### config.mk
export PLATFORM = sky130hd
export DESIGN_NAME = mem_march_master
export DESIGN_NICKNAME = d
export VERILOG_FILES = /design/src/rtl/mem_march_master.sv
export SDC_FILE = /design/constraint.sdc
export NUM_CORES = 1
export LEC_CHECK = 0
export CORE_ASPECT_RATIO = 0.7
export CORE_UTILIZATION = 28
export CTS_CLUSTER_DIAMETER = 200
export DETAILED_ROUTE_END_ITERATION = 12
export SYNTH_ARGS = -nofsm -noshare
export SYNTH_HDL_FRONTEND = slang
export SYNTH_SLANG_ARGS = --single-unit
### constraint.sdc
create_clock -name clk -period 4.5 [get_ports clk]
set_input_delay 0.9 -clock clk [delete_from_list [all_inputs] [get_ports clk]]
set_output_delay 0.9 -clock clk [all_outputs]
set_load 0.1 [all_outputs]
### src/rtl/mem_march_master.sv
`default_nettype none
// ============================================================================
// mem_march_master : three-phase march test master for a 1-cycle-latency SRAM
// Revision 1.0
// ============================================================================
module mem_march_master #(
  parameter int ADDR_WIDTH = 4,
  parameter int DATA_WIDTH = 16
) (
  input  logic                  clk,
  input  logic                  reset,
  input  logic                  start,
  input  logic [DATA_WIDTH-1:0] pattern,
  output logic                  busy,
  output logic                  done,
  output logic                  pass,
  output logic [ADDR_WIDTH+1:0] fail_count,
  output logic [ADDR_WIDTH-1:0] fail_addr,
  output logic [DATA_WIDTH-1:0] fail_exp,
  output logic [DATA_WIDTH-1:0] fail_got,
  output logic [ADDR_WIDTH-1:0] mem_addr,
  output logic                  mem_rd_en,
  output logic                  mem_wr_en,
  output logic [DATA_WIDTH-1:0] mem_wdata,
  input  logic [DATA_WIDTH-1:0] mem_rdata
);

  localparam logic [ADDR_WIDTH-1:0] c_last_addr = '1;
  localparam logic [ADDR_WIDTH+1:0] c_count_max = '1;

  typedef enum logic [2:0] {
    IDLE  = 3'd0,
    W_BG  = 3'd1,
    R_P   = 3'd2,
    W_INV = 3'd3,
    R_INV = 3'd4,
    DRAIN = 3'd5,
    DONE  = 3'd6
  } state_t;

  state_t                r_state;
  logic [ADDR_WIDTH-1:0] r_addr;
  logic [DATA_WIDTH-1:0] r_pat;

  logic                  w_cmp_en;
  logic [DATA_WIDTH-1:0] w_cmp_exp;
  logic [ADDR_WIDTH-1:0] w_cmp_addr;
  logic                  w_mismatch;

  // Read data returned this cycle belongs to the read issued last cycle.
  // In R_INV that was one address higher; the first R_INV cycle has nothing due.
  always_comb begin
    w_cmp_en   = 1'b0;
    w_cmp_exp  = ~r_pat;
    w_cmp_addr = '0;
    case (r_state)
      W_INV: begin
        w_cmp_en   = 1'b1;
        w_cmp_exp  = r_pat;
        w_cmp_addr = r_addr;
      end
      R_INV: begin
        w_cmp_en   = (r_addr != c_last_addr);
        w_cmp_addr = r_addr + ADDR_WIDTH'(1);
      end
      DRAIN:   w_cmp_en = 1'b1;
      default: w_cmp_en = 1'b0;
    endcase
  end

  assign w_mismatch = w_cmp_en && (mem_rdata != w_cmp_exp);

  always_ff @(posedge clk) begin
    if (!reset) begin
      r_state    <= IDLE;
      r_addr     <= '0;
      r_pat      <= '0;
      busy       <= 1'b0;
      done       <= 1'b0;
      pass       <= 1'b0;
      fail_count <= '0;
      fail_addr  <= '0;
      fail_exp   <= '0;
      fail_got   <= '0;
      mem_addr   <= '0;
      mem_rd_en  <= 1'b0;
      mem_wr_en  <= 1'b0;
      mem_wdata  <= '0;
    end else begin
      if (w_mismatch) begin
        if (fail_count != c_count_max) begin
          fail_count <= fail_count + (ADDR_WIDTH+2)'(1);
        end
        // The count is zero only until the first mismatch of the run.
        if (fail_count == '0) begin
          fail_addr <= w_cmp_addr;
          fail_exp  <= w_cmp_exp;
          fail_got  <= mem_rdata;
        end
      end

      case (r_state)
        IDLE, DONE: begin
          if (start) begin
            r_pat      <= pattern;
            fail_count <= '0;
            fail_addr  <= '0;
            fail_exp   <= '0;
            fail_got   <= '0;
            done       <= 1'b0;
            pass       <= 1'b0;
            busy       <= 1'b1;
            r_state    <= W_BG;
            r_addr     <= '0;
            mem_addr   <= '0;
            mem_wr_en  <= 1'b1;
            mem_wdata  <= pattern;
          end
        end

        W_BG: begin
          if (r_addr == c_last_addr) begin
            r_state   <= R_P;
            r_addr    <= '0;
            mem_addr  <= '0;
            mem_wr_en <= 1'b0;
            mem_rd_en <= 1'b1;
            mem_wdata <= '0;
          end else begin
            r_addr   <= r_addr + ADDR_WIDTH'(1);
            mem_addr <= r_addr + ADDR_WIDTH'(1);
          end
        end

        R_P: begin
          r_state   <= W_INV;
          mem_rd_en <= 1'b0;
          mem_wr_en <= 1'b1;
          mem_wdata <= ~r_pat;
        end

        W_INV: begin
          mem_wr_en <= 1'b0;
          mem_rd_en <= 1'b1;
          mem_wdata <= '0;
          if (r_addr == c_last_addr) begin
            r_state <= R_INV;
          end else begin
            r_state  <= R_P;
            r_addr   <= r_addr + ADDR_WIDTH'(1);
            mem_addr <= r_addr + ADDR_WIDTH'(1);
          end
        end

        R_INV: begin
          if (r_addr == '0) begin
            r_state   <= DRAIN;
            mem_rd_en <= 1'b0;
            mem_addr  <= '0;
          end else begin
            r_addr   <= r_addr - ADDR_WIDTH'(1);
            mem_addr <= r_addr - ADDR_WIDTH'(1);
          end
        end

        DRAIN: begin
          r_state <= DONE;
          busy    <= 1'b0;
          done    <= 1'b1;
          // The last compare lands on this same edge, so fold it into pass.
          pass    <= (fail_count == '0) && !w_mismatch;
        end

        default: r_state <= IDLE;
      endcase
    end
  end

endmodule
`default_nettype wire

---- After elaboration in Yosys (flattened, before gate mapping) ----
Index checks and enable logic that the tools add are counted.
operators by class
  add/sub/neg operators ................... 3
  multipliers ............................. 0
  divide/modulo/power cells ............... 0
  magnitude comparators ................... 0
  equal/unequal tests ..................... 15
  shift operators ......................... 0
  multiplexer cells ....................... 44
  bitwise logic cells ..................... 1
  reduce and logical (&&, ||, !) cells .... 19
operators by type and width
  operator               number
  $mux W16               11
  $pmux W16 S4           1
  $mux W4                9
  $pmux W4 S4            2
  $mux W6                4
  $pmux W3 S6            1
  $ne A16 B16 Y1         1
  $not A16 Y16           1
  $mux W3                4
  $reduce_and A3 Y1      4
  $reduce_bool A4 Y1     3
  $ne A2 B2 Y1 const B   5
  $eq A3 B3 Y1 const B   3
  $pmux W1 S2            4
  $pmux W1 S4            2
  $pmux W4 S2            1
  $add A6 B1 Y6 const B  1
  $eq A3 B2 Y1 const B   2
  $logic_not A6 Y1       1
  $ne A6 B6 Y1 const B   1
  $mux W1                5
  $add A4 B1 Y4 const B  1
  $eq A4 B4 Y1 const B   1
  $logic_not A4 Y1       1
  other kinds (10)       13
word-level totals
  bits in registers ....................... 90
  latch bits .............................. 0
  memory bits (writable) .................. 0
  bits in read-only memories .............. 0
  input port bits ......................... 35
  output and inout port bits .............. 67
  word-level logic and storage cells ...... 96
  memories ................................ 0

---- Depth between registers and ports, before layout ----
Gate-level depths: netlist of the first run.
  word-level depth ........................ 7
  depth in mapped cells ................... 11
  depth with buffers taken out ............ 8

---- Least setup slack after synthesis of the first run ----
No wires, ideal clock.
  path type ............................... in2reg
  start point ............................. input port mem_rdata[9]
  end point ............................... register fail_count[2]
  setup time .............................. 0.116 ns
  data arrival time ....................... 2.185 ns
  data required time ...................... 4.384 ns
  setup slack ............................. 2.199 ns
  stages .................................. 8
  buffers on the path ..................... 2
  cells stage by stage .................... xnor2_1 > nor4_1 > and3_1 > o22ai_2 > o21a_1 > buf_6 > buf_6 > a41o_1
between the ends
  cells in the longest elaborated chain, start to end .. 5
ends and longest elaborated chain
  item                     RTL line  source
  from (decl)              25        input logic [DATA_WIDTH-1:0] mem_rdata
  $ne A16 B16 Y1 (*)       71        assign w_mismatch = w_cmp_en && (mem_rdata != w_cmp_exp);
  $logic_and A1 B1 Y1 (*)  71
  $mux W6 (*)              90        if (w_mismatch) begin
  $mux W6                  104       if (start) begin
  $mux W6 (*)              102       case (r_state)
  to (signal assigned)     92        fail_count <= fail_count + (ADDR_WIDTH+2)'(1);
  to (decl)                17        output logic [ADDR_WIDTH+1:0] fail_count,
Mark *: on every way between the ends. The rest lies on a longest branch, timed or not.
A chain may end at the register's enable or synchronous reset.

---- Final worst setup path of the first run ----
  start point ............................. register r_state[1]
  end point ............................... register fail_addr[3]
between the ends
  cells in the longest elaborated chain, start to end .. 7
  elaborated cells between the ends (all ways) .. 16
ends and longest elaborated chain
  item                                                  RTL line  source
  from (decl)                                           41        state_t r_state;
  from (signal assigned)                                75        r_state <= IDLE;
  from (signal assigned)                                113       r_state <= W_BG;
  from (signal assigned)                                123       r_state <= R_P;
  $eq A3 B2 Y1 / $eq A3 B3 Y1 (equally long branches)   56        case (r_state)
  $mux W16 / $reduce_or A2 Y1 (equally long branches)   -
  $ne A16 B16 Y1 / $pmux W1 S2 (equally long branches)  71, 56
  $logic_and A1 B1 Y1                                   71
  $mux W4                                               90
  $mux W4                                               104
  $mux W4 (*)                                           102
  to (signal assigned)                                  96        fail_addr <= w_cmp_addr;
  to (decl)                                             18        output logic [ADDR_WIDTH-1:0] fail_addr,
Marked as above.

==> flow_summary.yaml, run 1 <==
status:
  status: "finished with violations"
  violations: "DRC"
worst_hold_path:
  hold_start: "mem_addr[3]"
  holdCritPathClass: "reg2reg"
  hold_depth: 2
  hold_end: "mem_addr[3]"
floorplanning:
  ios: 102
  initial_core_util_pct: 28.7
  die_area_um2: 16400
  rows: 38
  die_w_um: 153
  die_h_um: 107
  coreArea_um2: 15500
cells_and_area:
  postLayoutCoreUtil_pct: 37.7
  final_cell_mix: "101 x clkdlybuf4s50_1, 90 x dfxtp_1, 74 x nand2_1"
  drive_above_1_share_pct: 4.49
  area_growth_pct: 31.4
  fillers: 1526
  layout_commonest_cell: "clkdlybuf4s50_1"
  antenna_cells: 0
  finalNetCount: 660
synthesis:
  synth_edf_count: 0
  syn_area_per_cell_um2: 8.16
  synthesis.area_um2: 4450
  synthArstFlopShare_pct: 0
  ys_seq_elements: 90
  synth_compound_area_share_pct: 27.3
  synth-seq-area-share_pct: 40.5
  syn_inst: 545
  synthAdderAreaFrac_pct: 1.69
  synth_mux_area_share_pct: 0.225
  ys.flop_type: "dfxtp_1"
  synth_fp_nets: 586
  yosysUniqueCellTypes: 51
  synth_xor_area_share_pct: 6.50
  yosysWarnings: 0
  synthSimpleGateAreaFrac_pct: 18.4
  synth_top_family_by_area: "compound AO/OA/AOI/OAI gates"
setup_path:
  crit_path_max_incr_delay_ps: 760
  worstPathCellList: "nand3b_4, xnor2_1, xor2_1, nand2_1, o21ai_2, buf_4, nor2_1, a211oi_1"
  critPathKind: "reg2reg"
  arrival_ps: 3410
  timing.rr.start: "r_state[1]"
  path_buf_inv: 1
  cp_top_family: "flip-flops"
  end_kind: "register"
  slowest_stage: "dfxtp_1"
  critPathMaxFanout: 23
  r2r_setup_slack_ps: 1330
  critPathRequiredTime_ps: 4740
  reg2reg_to: "fail_addr[3]"
  worstSetupStartpointType: "register"
  reg2regPathDepth: 8
sta:
  setup_violations: 0
  holdWs_ps: 472
  finClkSkew_ps: 7.91
  grt_setup_unrepaired: "false"
  worst_pin_slew_ps: 1220
  slew_headroom_pct: 18.8
  max_freq_ghz: 0.315
  fin_tns_setup_ps: 0
  min_period_over_period_pct: 70.5
  period_minus_slack_ps: 3170
  slew_violations: 0
  hold_viol: 0
  setup_slack_ps: 1330
global_routing:
  antenna_found_initial: 0
  grt_usage_pct: 16.3
  grt_pass1_vias: 3984
  grt_start_max_net_pins: 42
  grt_pass1_wl_um: 21100
  grt.overflow.total: 0
cts:
  post_cts_resized: 0
  tritoncts: "done"
  post_cts_buffers: 0
  ctsLongestPathBuffers: 2
  htree_levels: 3
  clock-sinks: 90
  clk_latency_ps: 350
  cts_hold_buf: 0
  clk_pin_slew_worst_paths_ps: 70
  cts_buffers: 9
  root_buffer: "clkbuf_16"
placement:
  detailed_place_hpwl_um: 9530
  routabilityCongestion: 0.898
  numPortBuffers: 101
  place_ws_ps: 1080
route:
  routed_via_density: 5.14
  num_vias: 4235
  finalWirelength_um: 13400
  wl_per_cell_um: 16.3
  drt_first_pass_iters: 9
  postRouteAntennaNets: 0
  drtIter0Drc: 289
  drc_errors: 6
power:
  powerDensity_nw_per_um2: 790
  leakagePower_uw: 0.00220
  vdd_drop_max_mv: 0.460
run:
  maxCapViolations: 0
==> cells in the mapped netlist, types with 5 or more instances <==
cell type / count / area, um^2
a211oi_1: 10 / 75.1
a21boi_0: 20 / 150
a21oi_1: 55 / 275
buf_1: 5 / 18.8
buf_2: 13 / 65.1
clkbuf_1: 21 / 78.8
dfxtp_1: 90 / 1800
ha_1: 6 / 75.1
inv_1: 7 / 26.3
nand2_1: 74 / 278
nand3_1: 42 / 210
nor2_1: 23 / 86.3
nor3_1: 10 / 50.1
o211a_1: 17 / 170
o211ai_1: 17 / 128
o21ai_0: 42 / 210
o21ai_1: 5 / 25.0
xnor2_1: 9 / 78.8
xor2_1: 24 / 210
==> per-layer routing <==
metal,global-route usage [%],part of all wire (%)
met3,4.23,5.9
met5,0,0
met1,23.6,52
met2,23.3,40
met4,5.27,1.4
==> cell families after synthesis <==
logic type	count (synthesis)
mux	1
fa+ha+maj	6
flops	90
compound gates	187
simple gates	176
buf+inv	52
xor+xnor	33
==> layout make-up <==
cell class | instances | area (um^2) | area share (%)
Multi-Input combinational cell | 403 | 2420 | 41.3
Inverter | 9 | 33.8 | 0.578
Clock inverter | 5 | 38.8 | 0.664
Clock buffer | 11 | 243 | 4.15
Sequential cell | 90 | 1800 | 30.8
Tap cell | 200 | 250 | 4.28
Timing Repair Buffer | 106 | 1060 | 18.2
==> worst max path at each step <==
stage,from,to,slack [ps],cells past startpoint
after detailed placement,mem_rdata[4],fail_addr[3],1080,9
final,r_state[1],fail_addr[3],1330,8
after global placement,mem_rdata[13],fail_count[2],1230,9
after CTS,r_state[0],fail_addr[3],1310,8
after global routing,r_state[0],fail_addr[2],990,8
after floorplan,mem_rdata[9],fail_count[2],2200,8
==> worst reg2reg max path: stages, from the launching register on <==
cell	delay [ps]
dfxtp_1	760
nand3b_4	440
xnor2_1	390
xor2_1	170
nand2_1	110
o21ai_2	450
buf_4	330
nor2_1	130
a211oi_1	290
==> power breakdown <==
group          internal (uW)  switching (uW)  leakage (uW)
logic                    674            2000       0.00133
registers               1010             222      0.000735
clock network            393             325      0.000136
==> flip-flops by register name (all words and copies together) (netlist names), 3 cells and up <==
| register | cells |
|---|---|
| fail_exp | 16 |
| fail_got | 16 |
| mem_wdata | 16 |
| r_pat | 16 |
| fail_count | 6 |
| fail_addr | 4 |
| mem_addr | 4 |
| r_addr | 4 |
| r_state | 3 |
==> metrics by stage <==
stage	std cells	instance area (um^2)	power (uW)
after floorplan	545	4450	3270
after global placement	808	5560	3860
after detailed placement	808	5560	3900
after CTS	824	5840	4630
after global routing	824	5840	4850
final	824	5840	4620
No activity file was read; power rests on OpenSTA's default activity.
==> run 2: changes to the inputs <==
==> constraint.sdc (replaced) <==
create_clock -name clk -period 2.75 [get_ports clk]
set_input_delay 0.55 -clock clk [delete_from_list [all_inputs] [get_ports clk]]
set_output_delay 0.55 -clock clk [all_outputs]
set_load 0.1 [all_outputs]
==> flow_summary.yaml, run 2 (same netlist as run 1, synthesis figures left out) <==
setup_path:
  arrival_ps: 2570
  worstSetupStartpointType: "register"
  critPathKind: "reg2reg"
  critPathRequiredTime_ps: 3000
  end_kind: "register"
  critPathMaxFanout: 32
  reg2regPathDepth: 7
cts:
  cts_buffers: 9
  root_buffer: "clkbuf_16"
  cts_hold_buf: 0
  clk_pin_slew_worst_paths_ps: 70
  clk_latency_ps: 350
  post_cts_resized: 0
  clock-sinks: 90
  post_cts_buffers: 0
  tritoncts: "done"
  ctsLongestPathBuffers: 2
  htree_levels: 3
route:
  routed_via_density: 5.16
  wl_met2_um: 5670
  num_vias: 4312
  top_layer_used: "met4"
  finalWirelength_um: 14000
  drt_first_pass_iters: 9
  postRouteAntennaNets: 0
  wl_per_cell_um: 16.7
  met3_length_um: 927
  drc_errors: 6
  wl_met1_um: 7160
  drtIter0Drc: 385
sta:
  hold_viol: 0
  slew_violations: 0
  grt_setup_unrepaired: "false"
  slew_headroom_pct: 60.0
  worst_pin_slew_ps: 600
  period_minus_slack_ps: 2320
  min_period_over_period_pct: 84.3
  finClkSkew_ps: 8.54
  fin_tns_setup_ps: 0
  max_freq_ghz: 0.431
  setup_violations: 0
  setup_slack_ps: 431
status:
  status: "finished with violations"
  violations: "DRC"
global_routing:
  grt.overflow.total: 0
  grt_pass1_wl_um: 22200
  grt_start_max_net_pins: 47
  grt_pass1_vias: 4100
  antenna_found_initial: 0
  grt_usage_pct: 17.2
power:
  vdd_drop_max_mv: 0.650
  p_clk_share_pct: 16.6
  leakagePower_uw: 0.00240
  seq_power_share_pct: 25.5
  p_int_uw: 3450
  power_switching_uw: 4220
  switching_share_pct: 55.0
  comb_power_share_pct: 58.0
  powerDensity_nw_per_um2: 1330
worst_hold_path:
  hold_depth: 2
  holdCritPathClass: "reg2reg"
placement:
  place_ws_ps: 82.3
  dp_cells: 820
  detailed_place_hpwl_um: 9990
  routabilityCongestion: 0.847
  numPortBuffers: 101
cells_and_area:
  layout_commonest_cell: "dfxtp_1"
  area_growth_pct: 30.1
  drive_above_1_share_pct: 17.0
  final_cell_mix: "90 x dfxtp_1, 83 x buf_4, 74 x nand2_1"
  fin_cells: 836
  finalNetCount: 672
  antenna_cells: 0
floorplanning:
  coreArea_um2: 15500
  die_area_um2: 16400
  rows: 38
  die_w_um: 153
  die_h_um: 107
  ios: 102
  initial_core_util_pct: 28.7
run:
  maxCapViolations: 0
-- run 2: worst max-delay path: stages (launching register included) --
cell and delay [ps]:
dfxtp_1 490, ha_1 360, and3_1 370, a21oi_1 130, o22ai_2 120, buf_4 340
o211ai_1 220, o211a_1 180
-- run 2: final cells by class --
class                           count  area (um^2)
Fill cell                        1564         9710
Multi-Input combinational cell    403         2420
Sequential cell                    90         1800
Timing Repair Buffer              118          983
Tap cell                          200          250
Clock buffer                        9          225
Clock inverter                      7         77.6
Inverter                            9         33.8
-- run 2: power by group through the flow --
| stage | clock (uW) | combinational (uW) | sequential [uW] |
|---|---|---|---|
| after floorplan | 0 | 1570 | 3780 |
| after global placement | 0 | 4390 | 1970 |
| after detailed placement | 0 | 4430 | 1970 |
| after CTS | 1300 | 4450 | 1950 |
| after global routing | 1350 | 4720 | 1990 |
| final | 1270 | 4450 | 1950 |
-- run 2: worst paths after layout --
kind | start | end | slack, ps
max reg2reg | r_addr[0] | mem_wdata[8] | 430
min | mem_addr[3] | mem_addr[3] | 470
max | r_addr[0] | mem_wdata[8] | 430
min reg2reg | mem_addr[3] | mem_addr[3] | 470
-- run 2: layer usage --
| metal | vias to the layer above | global-route usage (%) |
|---|---|---|
| li1 | 2120 | - |
| met1 | 2037 | 25.4 |
| met2 | 138 | 24.2 |
| met3 | 17 | 3.95 |
| met4 | 0 | 5.48 |
| met5 | - | 0 |
-- run 2: through the flow --
stage                     util [%]  total power (uW)  instance area, um^2  hold slack (ps)
final                         37.3              7670                 5790              468
after CTS                     37.3              7700                 5790              472
after floorplan                  -              5350                 4450              469
after detailed placement      35.4              6410                 5490              461
after global placement        35.4              6360                 5490              453
after global routing          37.3              8060                 5790              498
==> run 3: changes to the inputs <==
==> constraint.sdc (replaced) <==
create_clock -name clk -period 2.3 [get_ports clk]
set_input_delay 0.46 -clock clk [delete_from_list [all_inputs] [get_ports clk]]
set_output_delay 0.46 -clock clk [all_outputs]
set_load 0.1 [all_outputs]
==> flow_summary.yaml, run 3 (same netlist as run 1, synthesis figures left out) <==
status:
  status: "finished with violations"
  violations: "DRC"
placement:
  detailed_place_hpwl_um: 10600
  routabilityCongestion: 0.891
  numPortBuffers: 101
cells_and_area:
  antenna_cells: 0
  final_cell_mix: "102 x buf_4, 90 x dfxtp_1, 74 x nand2_1"
  area_growth_pct: 34.7
  drive_above_1_share_pct: 20.4
  postLayoutCoreUtil_pct: 38.7
  finalNetCount: 694
  layout_commonest_cell: "buf_4"
cts:
  cts_buffers: 9
  cts_hold_buf: 0
  htree_levels: 3
  clk_pin_slew_worst_paths_ps: 70
  tritoncts: "done"
  ctsLongestPathBuffers: 2
  clock-sinks: 90
  clk_latency_ps: 350
  root_buffer: "clkbuf_16"
floorplanning:
  coreArea_um2: 15500
  rows: 38
  initial_core_util_pct: 28.7
  die_w_um: 153
  die_h_um: 107
  ios: 102
  die_area_um2: 16400
route:
  wl_per_cell_um: 16.8
  routed_via_density: 5.13
  drt_first_pass_iters: 10
  finalWirelength_um: 14400
  postRouteAntennaNets: 0
  num_vias: 4400
  drc_errors: 6
  drtIter0Drc: 443
setup_path:
  reg2regPathDepth: 7
  timing.rr.start: "r_state[1]"
  crit_path_max_incr_delay_ps: 490
  arrival_ps: 2390
  critPathMaxFanout: 46
  worstPathCellList: "clkdlybuf4s50_1, xnor2_1, nor3_1, and4_1, o22ai_2, o21a_1, buf_12, a311oi_2, a41o_1"
  r2r_setup_slack_ps: 230
  critPathRequiredTime_ps: 2540
  end_kind: "register"
  critPathKind: "in2reg"
  slowest_stage: "clkdlybuf4s50_1"
  worstSetupStartpointType: "input port"
  reg2reg_to: "fail_count[1]"
sta:
  fin_tns_setup_ps: 0
  hold_viol: 0
  max_freq_ghz: 0.464
  slew_violations: 0
  finClkSkew_ps: 9.29
  min_period_over_period_pct: 93.7
  setup_violations: 0
  worst_pin_slew_ps: 498
  period_minus_slack_ps: 2150
  slew_headroom_pct: 66.8
global_routing:
  grt_pass1_vias: 4140
  grt.overflow.total: 0
  antenna_found_initial: 0
  grt_start_max_net_pins: 47
  grt_pass1_wl_um: 22800
  grt_usage_pct: 17.9
power:
  leakagePower_uw: 0.00252
  vdd_drop_max_mv: 0.836
  powerDensity_nw_per_um2: 1550
run:
  maxCapViolations: 0
worst_hold_path:
  hold_depth: 2
  holdCritPathClass: "reg2reg"
  hold_start: "mem_addr[3]"
  hold_end: "mem_addr[3]"
==> run 3: cell types whose count changed in the layout (fill, tap and decap cells not counted) <==
cell       before  now
clkinv_4        2    1
buf_4          83  102
nor3_2          1    2
inv_6           2    3
inv_1           7    6
nor3_1         10    9
clkbuf_8        0    1
nor4_2          0    1
bufinv_16       1    0
clkinv_2        1    2
xnor2_2         0    1
nor4_1          4    3
xnor2_1         9    8
buf_12          1    4
==> run 3: per-stage QoR <==
stage	power, uW	hold slack (ps)	std cells	instance area [um^2]	setup WS (ps)
floorplan	6400	469	545	4450	113
global placement	7760	450	838	5660	-153
detailed placement	7800	453	838	5660	-212
CTS	9250	462	854	5940	148
global route	9790	496	858	5990	-14.3
finish	9310	465	858	5990	145
==> run 3: worst max path at each step <==
stage	from	end	slack, ps	cells after the start
after detailed placement	mem_rdata[4]	fail_count[2]	-210	9
after CTS	mem_rdata[3]	fail_count[2]	150	9
final	mem_rdata[13]	fail_count[2]	150	9
after floorplan	fail_count[0]	fail_got[10]	110	7
after global placement	mem_rdata[13]	fail_count[2]	-150	9
after global routing	mem_rdata[9]	fail_count[2]	-10	9
==> run 3: final cells by class <==
type                            instances  area (um^2)
Clock buffer                           10          239
Fill cell                            1573         9510
Inverter                                9         37.5
Tap cell                              200          250
Clock inverter                          6         45.0
Multi-Input combinational cell        403         2430
Timing Repair Buffer                  140         1190
Sequential cell                        90         1800
==> run 3: repair_timing <==
action / CTS / global route
gates resized for setup: 0 / 4
endpoints found under the setup margin: 0 / 7
setup buffers: 0 / 4
==> run 3: power breakdown <==
| part | total [uW] | switching, uW | internal [uW] |
|---|---|---|---|
| Clock | 1440 | 664 | 772 |
| Combinational | 5600 | 4140 | 1460 |
| Sequential | 2270 | 301 | 1970 |
| Total | 9310 | 5110 | 4200 |
==> run 3: metal layers <==
metal / vias up / GRT usage [%] / share of wire (%)
met1: 2042 / 27.3 / 52
met4: 0 / 4.76 / 1.1
met3: 15 / 4.47 / 7.5
met2: 171 / 24.2 / 39
met5: - / 0 / 0
li1: 2172 / - / -
==> run 3: critical path, delay by kind of cell <==
family / cells / cell delay, ps
XOR/XNOR: 1 / 150
buffers and inverters: 2 / 720
AO/OA/AOI/OAI: 4 / 760
AND/OR/NAND/NOR: 2 / 290
